**src/rtl/sysbus_decoder.sv**
```systemverilog
// sysbus_decoder: system-bus address decoder with one-hot slave enables, registered read-data mux,
// per-read timeout and error response/logging for unmapped accesses.
module sysbus_decoder #(
    parameter int N_SLV = 4,
    parameter int AW = 32,
    parameter int DW = 32,
    parameter int SEL_HI = 31,
    parameter int SEL_LO = 28,
    parameter logic [N_SLV*(SEL_HI-SEL_LO+1)-1:0] SLV_BASE = 16'h3A90,
    parameter int TIMEOUT = 16,
    parameter logic [DW-1:0] ERR_DATA = 32'hDEAD_BEEF
) (
    input  logic                clk,
    input  logic                rst,
    input  logic                m_en,
    input  logic                m_rdwr,
    input  logic [AW-1:0]       m_addr,
    input  logic [DW-1:0]       m_wr_data,
    input  logic [DW/8-1:0]     m_mask,
    output logic                m_stall,
    output logic [DW-1:0]       m_rd_data,
    output logic                m_rd_valid,
    output logic                m_err,
    output logic [N_SLV-1:0]    s_en,
    output logic                s_rdwr,
    output logic [AW-1:0]       s_addr,
    output logic [DW-1:0]       s_wr_data,
    output logic [DW/8-1:0]     s_mask,
    input  logic [N_SLV*DW-1:0] s_rd_data,
    input  logic [N_SLV-1:0]    s_rd_valid,
    output logic [AW-1:0]       err_addr,
    output logic [7:0]          err_count
);
    localparam int SW = SEL_HI - SEL_LO + 1;
    localparam int SELW = (N_SLV > 1) ? $clog2(N_SLV) : 1;
    localparam int CW = $clog2(TIMEOUT);

    typedef enum logic [1:0] {IDLE, WAIT, RESP} state_t;

    state_t          r_state;
    logic [SELW-1:0] r_sel;
    logic [AW-1:0]   r_addr;
    logic [CW-1:0]   r_cnt;
    logic [DW-1:0]   r_rd_data;
    logic            r_rd_valid;
    logic            r_err;
    logic [AW-1:0]   r_err_addr;
    logic [7:0]      r_err_count;

    state_t          w_nxt;
    logic [SELW-1:0] w_sel;
    logic            w_mapped;
    logic            w_req;
    logic            w_vld;
    logic            w_tout;
    logic            w_start;
    logic            w_rv;
    logic            w_err;
    logic            w_log;
    logic [AW-1:0]   w_log_addr;
    logic [DW-1:0]   w_data;

    // Scan downwards so the lowest matching slave index ends up selected
    always_comb begin
        w_sel = '0;
        w_mapped = 1'b0;
        for (int i = N_SLV - 1; i >= 0; i--) begin
            if (m_addr[SEL_HI:SEL_LO] == SLV_BASE[i*SW +: SW]) begin
                w_sel = SELW'(i);
                w_mapped = 1'b1;
            end
        end
    end

    assign w_req  = m_en & (r_state != WAIT);
    assign w_vld  = s_rd_valid[r_sel];
    assign w_tout = (r_cnt == CW'(TIMEOUT - 1));

    always_comb begin
        w_nxt = r_state;
        w_rv = 1'b0;
        w_err = 1'b0;
        w_log = 1'b0;
        w_log_addr = m_addr;
        w_start = 1'b0;
        w_data = r_rd_data;
        if (r_state == WAIT) begin
            if (w_vld) begin
                w_nxt = RESP;
                w_rv = 1'b1;
                w_data = s_rd_data[r_sel*DW +: DW];
            end else if (w_tout) begin
                w_nxt = RESP;
                w_rv = 1'b1;
                w_err = 1'b1;
                w_data = ERR_DATA;
                w_log = 1'b1;
                w_log_addr = r_addr;
            end
        end else begin
            w_nxt = IDLE;
            if (w_req && w_mapped && !m_rdwr) begin
                w_nxt = WAIT;
                w_start = 1'b1;
            end else if (w_req && !w_mapped) begin
                w_err = 1'b1;
                w_log = 1'b1;
                w_nxt = m_rdwr ? IDLE : RESP;
                w_rv = !m_rdwr;
                w_data = m_rdwr ? r_rd_data : ERR_DATA;
            end
        end
    end

    always_ff @(posedge clk) begin
        if (rst) begin
            r_state <= IDLE;
            r_sel <= '0;
            r_addr <= '0;
            r_cnt <= '0;
            r_rd_data <= '0;
            r_rd_valid <= 1'b0;
            r_err <= 1'b0;
            r_err_addr <= '0;
            r_err_count <= '0;
        end else begin
            r_state <= w_nxt;
            r_rd_valid <= w_rv;
            r_err <= w_err;
            r_rd_data <= w_data;
            if (w_start) begin
                r_sel <= w_sel;
                r_addr <= m_addr;
                r_cnt <= '0;
            end else if (r_state == WAIT) begin
                r_cnt <= r_cnt + 1'b1;
            end
            if (w_log) begin
                r_err_addr <= w_log_addr;
                if (r_err_count != 8'hFF) r_err_count <= r_err_count + 8'd1;
            end
        end
    end

    // Gate with rst so no slave sees an enable while the decoder is held in reset
    assign s_en = (w_req && w_mapped && !rst) ? (N_SLV'(1) << w_sel) : '0;
    assign m_stall = (r_state == WAIT);
    assign m_rd_data = r_rd_data;
    assign m_rd_valid = r_rd_valid;
    assign m_err = r_err;
    assign s_rdwr = m_rdwr;
    assign s_addr = {m_addr[AW-1:2], 2'b00};
    assign s_wr_data = m_wr_data;
    assign s_mask = m_mask;
    assign err_addr = r_err_addr;
    assign err_count = r_err_count;
endmodule
```
**config.mk**
```make
export PLATFORM = sky130hd
export DESIGN_NAME = sysbus_decoder
export DESIGN_NICKNAME = d
export VERILOG_FILES = /design/src/rtl/sysbus_decoder.sv
export SDC_FILE = /design/constraint.sdc
export NUM_CORES = 1
export LEC_CHECK = 0
export BUFFER_PORTS_ARGS = -buffer_cell sky130_fd_sc_hd__buf_2
export CORE_UTILIZATION = 30
export CTS_BUF_LIST = sky130_fd_sc_hd__clkbuf_2 sky130_fd_sc_hd__clkbuf_4 sky130_fd_sc_hd__clkbuf_8
export CTS_CLUSTER_DIAMETER = 40
export DETAILED_ROUTE_END_ITERATION = 7
export GPL_ROUTABILITY_DRIVEN = 1
export HOLD_SLACK_MARGIN = 0.02
export PLACE_DENSITY = 0.64
export SLEW_MARGIN = 20
export SYNTH_ARGS = -nofsm -noshare
export SYNTH_HDL_FRONTEND = slang
export SYNTH_SLANG_ARGS = --single-unit
```
**constraint.sdc**
```tcl
create_clock -name clk -period 2.9 [get_ports clk]
set_clock_uncertainty 0.15 [all_clocks]
set_input_delay 0.29 -clock clk [delete_from_list [all_inputs] [get_ports clk]]
set_output_delay 0.29 -clock clk [all_outputs]
set_load 0.005 [all_outputs]
```
==> results.json, run 1 <==
{
  "utilization": 0.398,
  "r2r_start": "r_sel[0]$_SDFFE_PP0P_",
  "cp-startpoint": "r_state[1]$_SDFFE_PP0N_",
  "die-area_um2": 20500,
  "place_ws_ns": 0.497,
  "crit_fanout": 9,
  "routedWlPerCell_um": 17.1,
  "cts_max_level": 4,
  "synth_warnings": 0,
  "row_count": 51,
  "overflow": 0,
  "timing.rr.end": "err_addr[4]$_SDFFE_PP0P_",
  "seq_area_um2": 2280,
  "grt_pass1_wl_um": 28500,
  "clock_latency_ns": 0.44,
  "antenna_found_initial": 3,
  "fin_crit_sh": 0.884,
  "clock-root-buffer": "clkbuf_8",
  "finalWeightedCongestion": 0.769,
  "cts_max_path_buffers": 2,
  "clkSinkCount": 114,
  "hold_class": "primary input to register",
  "endpoint_kind": "primary output",
  "grt_usage": 0.188,
  "worstRegToRegCells": 5,
  "io_buffers": 277,
  "drt_pass1_iterations": 4,
  "ys_async_sr_fraction": 0,
  "dieHeight_um": 143,
  "drv_cap": 0,
  "rsz0062_at_grt": "false",
  "period_needed_ns": 2.56,
  "final_common_cell": "buf_2",
  "grt_max_degree": 70,
  "tns_ns": 0,
  "numCtsBuffers": 17,
  "holdWs_ns": 0.0775,
  "vdd_drop_max_mv": 0.240,
  "synth_edf_count": 0,
  "final_cell_mix": "276 x buf_2, 133 x nand2_1, 112 x dfxtp_1",
  "post-dp-hpwl_um": 14400,
  "place_area_um2": 7080,
  "status": "finished, final reports clean",
  "antenna_left": 0,
  "n_fill_cell": 1986,
  "p_total_mw": 3.77,
  "die_w_um": 143,
  "p_per_area_nw_per_um2": 486,
  "cts_tree": "done",
  "crit_type": "register to primary output",
  "critPathArrivalTime_ns": 2.12,
  "start_util": 0.306,
  "core_area_um2": 19500,
  "clk_pin_slew_ns": 0.07,
  "nNetsFinal": 1079,
  "fin_ws_ns": 0.336,
  "fmax_mhz": 390,
  "yosysSeqAreaShare": 0.381,
  "dpl.cell_count": 1090,
  "slew_headroom": 0.410,
  "finalMaxSlewViolations": 0,
  "final_hold_viol_count": 0,
  "drt_iter0_drc": 226,
  "fin_area_um2": 7770,
  "required_ns": 2.46,
  "grt_pass1_vias": 5057,
  "viasPerCell": 4.77,
  "cts_setup_buffers": 0,
  "p_leak_nw": 3.38,
  "multi_input_area_um2": 2850,
  "area_growth_pct": 29.8,
  "tightest_slew_ns": 0.885,
  "crit_path_start_kind": "register",
  "synth_ff_type": "dfxtp_1",
  "final_cells": 1154,
  "r2r_slack_ns": 0.48,
  "ys_ff_latch": 114,
  "critPathCapture": "s_en[2]",
  "syn_inst": 655,
  "avgSynthCellArea_um2": 9.14,
  "drt-total-wl_um": 19800,
  "layout-drive-gt1-share": 0.441,
  "vias": 5505,
  "drc_errors": 0,
  "synth_area_um2": 5980,
  "yosysUniqueCellTypes": 43,
  "setup_viol": 0,
  "pin_count": 352
}
worst max-delay path, cell delays in order (launching register included):
cell and delay (ns):
dfxtp_1 0.30, nand2b_1 0.37, nand2_1 0.19, nor3_1 0.36
nand2_1 0.14, nor3b_1 0.20, buf_2 0.14
cell families (layout without fill, tap and decap cells):
family | after synthesis | after routing | synth area share
other | 1 | 5 | 0.000627
buffers and inverters | 146 | 376 | 0.145
AOI/OAI and AO/OA | 111 | 111 | 0.162
DFF | 114 | 114 | 0.381
xor gates and xnor gates | 10 | 10 | 0.0171
muxes | 35 | 35 | 0.128
adders and majority gates | 2 | 2 | 0.00418
and+or+nand+nor | 236 | 236 | 0.162
metal layers:
layer	global-route usage	up-vias	wire length (µm)	part of all wire
met2	0.320	240	9920	0.50
met3	0.0594	17	1250	0.063
met4	0.0717	0	344	0.017
met1	0.220	2617	8240	0.42
li1	-	2631	-	-
met5	0	-	0	0
how the worst min path moves through the flow:
stage,from,endpoint,depth (start not counted)
floorplan,m_addr[0],r_addr[0]$_SDFFE_PP0P_,2
finish,m_addr[29],err_addr[29]$_SDFFE_PP0P_,3
CTS,m_addr[28],r_addr[28]$_SDFFE_PP0P_,3
detailed placement,m_rd_data[5]$_SDFFE_PP0P_,m_rd_data[5]$_SDFFE_PP0P_,2
global route,m_addr[28],r_sel[0]$_SDFFE_PP0P_,3
global placement,m_rd_data[23]$_SDFFE_PP0P_,m_rd_data[23]$_SDFFE_PP0P_,2
flip-flops by register name, summed over array words and instances (netlist names), 2 cells and up:
register   flops
err_addr      32
err_count      8
m_rd_data     32
r_addr        32
r_cnt          4
r_sel          2
r_state        2
cell usage after synthesis (2+ instances only):
cell type | count | area (µm²)
inv_1 | 24 | 90.1
nand2_1 | 133 | 499
nand3_1 | 4 | 20.0
mux4_2 | 33 | 743
nor3b_1 | 3 | 22.5
a311oi_1 | 2 | 17.5
nand2b_1 | 2 | 12.5
buf_4 | 69 | 518
a21oi_1 | 37 | 185
and3_1 | 4 | 25.0
buf_6 | 5 | 56.3
a22oi_1 | 8 | 60.1
a211oi_1 | 24 | 180
dfxtp_1 | 114 | 2280
ha_1 | 2 | 25.0
mux2i_1 | 2 | 20.0
nor2_1 | 75 | 282
and2_1 | 2 | 12.5
clkbuf_1 | 28 | 105
nor3_1 | 6 | 30.0
buf_2 | 18 | 90.1
o211ai_1 | 4 | 30.0
a311oi_2 | 29 | 435
xor2_1 | 8 | 70.1
repair_timing:
action	4_1_cts	5_1_grt
endpoints found under the hold margin	58	0
endpoints found under the setup margin	0	0
hold buffers	29	0
gates resized for setup	0	0
power breakdown:
part / total, mW / switching [mW] / internal, mW
Combinational: 0.610 / 0.296 / 0.313
Sequential: 1.69 / 0.0429 / 1.65
Clock: 1.48 / 0.681 / 0.794
area by class of cell:
type	instances	area share
diodes	3	0.000966
clock buffers	23	0.0399
clock inverters	9	0.0101
inverters	25	0.0121
multi-input cells	396	0.367
flip-flops and latches	114	0.294
well taps	265	0.0427
repair buffers	319	0.233
No activity file was read; power rests on OpenSTA's default activity.
==> inputs of run 2 (changes only) <==
- clock period: 2.9 -> 3.2 ns (I/O delays scaled with it)
==> results.json, run 2 (synthesis results as in run 1) <==
{
  "clock_latency_ns": 0.44,
  "pwr-share-clk": 0.428,
  "routedWlPerCell_um": 16.9,
  "dpl.cell_count": 1089,
  "rsz0062_at_grt": "false",
  "slew_headroom": 0.358,
  "drt_iter0_drc": 282,
  "core_area_um2": 19500,
  "drt_pass1_iterations": 4,
  "intPower_mw": 2.65,
  "vias": 5493,
  "row_count": 51,
  "seqPwrFrac": 0.422,
  "clk_pin_slew_ns": 0.08,
  "tightest_slew_ns": 0.963,
  "ctsResizeCount": 0,
  "grt_max_degree": 76,
  "p_leak_nw": 3.38,
  "drt-total-wl_um": 19400,
  "seq_area_um2": 2280,
  "n_fill_cell": 1997,
  "drv_cap": 0,
  "numCtsBuffers": 17,
  "dieHeight_um": 143,
  "layout-drive-gt1-share": 0.441,
  "cp-startpoint": "m_addr[31]",
  "finalMaxSlewViolations": 0,
  "die_w_um": 143,
  "cts_max_level": 4,
  "antenna_left": 0,
  "clock-root-buffer": "clkbuf_8",
  "multi_input_area_um2": 2850,
  "r2r_start": "r_sel[0]$_SDFFE_PP0P_",
  "crit_fanout": 16,
  "antenna_found_initial": 3,
  "cts_setup_buffers": 0,
  "pin_count": 352,
  "hold_class": "primary input to register",
  "viasPerCell": 4.77,
  "start_util": 0.306,
  "cts_tree": "done",
  "cts_max_path_buffers": 2,
  "status": "finished, final reports clean",
  "area_growth_pct": 30.7,
  "period_needed_ns": 2.61,
  "final_cells": 1151,
  "post-dp-hpwl_um": 14400,
  "final_common_cell": "buf_2",
  "finalWeightedCongestion": 0.781,
  "final_cell_mix": "276 x buf_2, 133 x nand2_1, 112 x dfxtp_1",
  "grt_pass1_vias": 5039,
  "p_per_area_nw_per_um2": 464,
  "vdd_drop_max_mv": 0.230,
  "combPwrFrac": 0.151,
  "grt_usage": 0.187,
  "fmax_mhz": 383,
  "tns_ns": 0,
  "crit_path_start_kind": "primary input",
  "drc_errors": 0,
  "hp-start": "m_addr[29]",
  "critPathArrivalTime_ns": 2.81,
  "required_ns": 3.39,
  "switchingPower_mw": 0.976,
  "die-area_um2": 20500,
  "swShare": 0.269,
  "io_buffers": 277,
  "setup_viol": 0,
  "final_hold_viol_count": 0,
  "endpoint_kind": "register",
  "nNetsFinal": 1078,
  "fin_crit_sh": 0.816,
  "clkSinkCount": 114,
  "crit_type": "primary input to register",
  "overflow": 0,
  "grt_pass1_wl_um": 28300
}
[run 2: cell types whose count changed in the layout (fill, tap and decap cells not counted)]
cell | before | now
buf_4 | 11 | 10
bufinv_16 | 1 | 4
clkbuf_4 | 1 | 0
clkbuf_8 | 22 | 18
clkinv_2 | 5 | 0
clkinv_4 | 1 | 4
clkinvlp_4 | 2 | 4
diode_2 | 3 | 1
inv_6 | 0 | 2
[run 2: worst max-delay path, cell delays in order]
cell           delay [ns]
dlygate4sd3_1        0.52
buf_2                0.16
xor3_1               0.57
o211a_1              0.60
buf_4                0.32
nand2_1              0.08
a311oi_2             0.22
[run 2: power groups by stage]
stage / sequential (mW) / clock [mW] / combinational [mW]
finish: 1.53 / 1.55 / 0.547
global route: 1.54 / 1.66 / 0.600
CTS: 1.53 / 1.60 / 0.552
detailed placement: 1.56 / 0 / 0.525
global placement: 1.56 / 0 / 0.517
floorplan: 1.56 / 0 / 0.322
[run 2: through the flow]
| stage | setup slack (ns) | hold slack, ns | instance area, µm² | total power, mW | utilization |
|---|---|---|---|---|---|
| finish | 0.588 | 0.0906 | 7820 | 3.63 | 0.400 |
| global route | 0.441 | 0.0640 | 7820 | 3.80 | 0.400 |
| CTS | 0.592 | 0.0611 | 7820 | 3.68 | 0.400 |
| detailed placement | 0.613 | 0.292 | 7080 | 2.09 | 0.362 |
| global placement | 0.646 | 0.286 | 7080 | 2.08 | 0.362 |
| floorplan | 1.09 | 0.287 | 5990 | 1.89 | - |
[run 2: per-layer routing]
metal	part of all wire	GRT usage	vias up
met3	0.083	0.0664	20
li1	-	-	2631
met5	0	0	-
met4	0.012	0.0510	0
met2	0.50	0.321	244
met1	0.41	0.220	2598
[run 2: final cells by class]
type | count | area share
Antenna cell | 1 | 0.000320
Clock buffer | 18 | 0.0317
Clock inverter | 14 | 0.0259
Inverter | 25 | 0.0120
Multi-Input combinational cell | 396 | 0.364
Sequential cell | 114 | 0.292
Tap cell | 265 | 0.0424
Timing Repair Buffer | 318 | 0.231
[run 2: final timing paths]
kind / endpoint / slack (ns) / cells after the start
worst max-delay path: err_addr[11]$_SDFFE_PP0P_ / 0.59 / 7
worst min-delay path: err_addr[29]$_SDFFE_PP0P_ / 0.09 / 3
worst max register to register: err_addr[11]$_SDFFE_PP0P_ / 0.69 / 5
worst min register to register: m_rd_data[12]$_SDFFE_PP0P_ / 0.30 / 2
[run 2: what timing repair did]
action	CTS	global route
endpoints found under the hold margin	55	0
endpoints found under the setup margin	0	0
hold buffers	29	0
==> inputs of run 3 (changes only) <==
- ABC_AREA: not set -> 1
- PLACE_DENSITY: 0.64 -> 0.61
- clock period: 3.2 -> 2.65 ns (I/O delays scaled with it)
==> results.json, run 3 <==
{
  "ys_async_sr_fraction": 0,
  "p_total_mw": 4.38,
  "period_needed_ns": 2.34,
  "yosysSeqAreaShare": 0.312,
  "critPathMaxStageDelay_ns": 0.53,
  "row_count": 56,
  "multi_input_area_um2": 3710,
  "grt_max_degree": 66,
  "synth_edf_count": 0,
  "area_growth_pct": 23.4,
  "finalMaxSlewViolations": 0,
  "fin_ws_ns": 0.312,
  "crit_fanout": 5,
  "final_cell_mix": "327 x nand2_1, 277 x buf_2, 189 x nor2_1",
  "clock_latency_ns": 0.43,
  "post-dp-hpwl_um": 15800,
  "n_fill_cell": 2647,
  "cts_max_path_buffers": 2,
  "grt_pass1_vias": 7036,
  "fin_crit_sh": 0.882,
  "synth_area_um2": 7310,
  "grt_usage": 0.186,
  "io_buffers": 277,
  "status": "finished, final reports clean",
  "required_ns": 2.24,
  "yosys.area.top_type": "dfxtp_1",
  "die-area_um2": 25000,
  "numCtsBuffers": 17,
  "synth-compound-area-share": 0.130,
  "viasPerCell": 4.56,
  "synthMuxAreaShare": 0,
  "seq_area_um2": 2280,
  "ctsResizeCount": 0,
  "fin_area_um2": 9020,
  "grt_pass1_wl_um": 36000,
  "cts_setup_buffers": 0,
  "cts_max_level": 4,
  "crit_type": "primary input to primary output",
  "tightest_slew_ns": 1.05,
  "yosysMostFrequentCell": "nand2_1",
  "critPathArrivalTime_ns": 1.92,
  "synth_ff_type": "dfxtp_1",
  "synth_warnings": 0,
  "place_area_um2": 8340,
  "clk_pin_slew_ns": 0.08,
  "cts_tree": "done",
  "drt-total-wl_um": 23400,
  "routedWlPerCell_um": 13.5,
  "endpoint_kind": "primary output",
  "utilization": 0.381,
  "rsz0062_at_grt": "false",
  "avgSynthCellArea_um2": 6.06,
  "vdd_drop_max_mv": 0.232,
  "core_area_um2": 23700,
  "finalWeightedCongestion": 0.842,
  "nNetsFinal": 1607,
  "synth.top_cell.area_share": 0.312,
  "cp_common_cell": "buf_2",
  "hold_class": "primary input to register",
  "r2r_slack_ns": 0.60,
  "drt_iter0_drc": 367,
  "clkSinkCount": 114,
  "overflow": 0,
  "p_per_area_nw_per_um2": 486,
  "drt_pass1_iterations": 5,
  "final_common_cell": "nand2_1",
  "yosysUniqueCellTypes": 27,
  "antenna_left": 0,
  "ys_ff_latch": 114,
  "timing.rr.end": "m_rd_data[1]$_SDFFE_PP0P_",
  "setup_viol": 0,
  "drc_errors": 0,
  "yosys.area_share.adder": 0.00342,
  "dieHeight_um": 158,
  "vias": 7895,
  "syn_inst": 1206,
  "fmax_mhz": 428,
  "p_leak_nw": 4.83,
  "tns_ns": 0,
  "slew_headroom": 0.301,
  "final_hold_viol_count": 0,
  "layout-drive-gt1-share": 0.246,
  "clock-root-buffer": "clkbuf_8",
  "antenna_found_initial": 3,
  "slowest_stage": "dlygate4sd3_1",
  "synth_top_family_by_area": "simple AND/OR/NAND/NOR gates",
  "place_ws_ns": 0.531,
  "pin_count": 352,
  "r2r_start": "r_sel[1]$_SDFFE_PP0P_",
  "synth_area_leaders": "dfxtp_1 31%, nand2_1 17%, nor2_1 9.8%",
  "synth_common_cells": "327 x nand2_1, 190 x nor2_1, 114 x dfxtp_1",
  "drv_cap": 0,
  "postCtsHoldBufs": 30,
  "synth_simple_gate_area_frac": 0.361,
  "die_w_um": 158,
  "yosys.area_share.xor_xnor": 0.00959,
  "critPathCapture": "s_en[1]",
  "worstPathCellList": "dlygate4sd3_1 -> buf_2 -> inv_1 -> nand4_1 -> nand2_1 -> nor2_4 -> nand2_2 -> nand3_1 -> nor3_1 -> buf_2",
  "worstRegToRegCells": 9,
  "cp-startpoint": "m_addr[31]",
  "start_util": 0.309,
  "crit_path_start_kind": "primary input"
}
-- run 3: cell count changes after synthesis, sizes merged, moves of 31 or more --
| cell | previous run | this run |
|---|---|---|
| o21ai | 1 | 96 |
| nor2 | 75 | 193 |
| mux4 | 33 | 0 |
| inv | 24 | 111 |
| nand3 | 4 | 109 |
| nand2 | 133 | 332 |
| a311oi | 31 | 0 |
-- run 3: cell families after synthesis --
logic type,Yosys count
DFF,114
buffers and inverters,259
other,1
and+or+nand+nor,645
adders and majority gates,2
xor gates and xnor gates,8
AOI/OAI and AO/OA,177
-- run 3: worst min path at each step --
stage | end | depth (start not counted) | startpoint | slack (ns)
floorplan | r_addr[0]$_SDFFE_PP0P_ | 2 | m_addr[0] | 0.25
global placement | r_addr[30]$_SDFFE_PP0P_ | 2 | r_addr[30]$_SDFFE_PP0P_ | 0.28
detailed placement | r_addr[30]$_SDFFE_PP0P_ | 2 | r_addr[30]$_SDFFE_PP0P_ | 0.28
CTS | m_rd_data[7]$_SDFFE_PP0P_ | 5 | s_rd_data[7] | 0.02
global route | m_rd_data[28]$_SDFFE_PP0P_ | 5 | s_rd_data[28] | 0.06
finish | m_rd_data[7]$_SDFFE_PP0P_ | 5 | s_rd_data[7] | 0.06
-- run 3: final cells by class --
class,count,area share
multi-input combinational,834,0.411
sequential,114,0.253
timing repair buffer,322,0.202
inverter,112,0.0466
tap,319,0.0443
clock buffer,20,0.0291
clock inverter,10,0.0125
antenna,2,0.000555
-- run 3: worst max-delay path, delay by kind of cell --
kind / cells / cell delay (ns)
buffers and inverters: 4 / 0.95
AND/OR/NAND/NOR: 6 / 0.71
-- run 3: report_power, final --
group | total [mW] | switching, mW | internal, mW
Clock | 1.61 | 0.748 | 0.866
Sequential | 1.87 | 0.0502 | 1.82
Combinational | 0.905 | 0.525 | 0.380
Total | 4.38 | 1.32 | 3.06
-- run 3: through the flow --
stage | hold WS (ns) | instances
after floorplan | 0.250 | 1207
after global placement | 0.282 | 1671
after detailed placement | 0.284 | 1671
after CTS | 0.0236 | 1731
after global routing | 0.0557 | 1731
final | 0.0599 | 1733
-- run 3: per-layer routing --
layer  up-vias  global-route usage  share of wire
met2       271               0.335           0.50
met5         -                   0        0.00056
met3        15              0.0578          0.074
met4         2              0.0458          0.011
met1      3502               0.211           0.42
li1       4105                   -              -
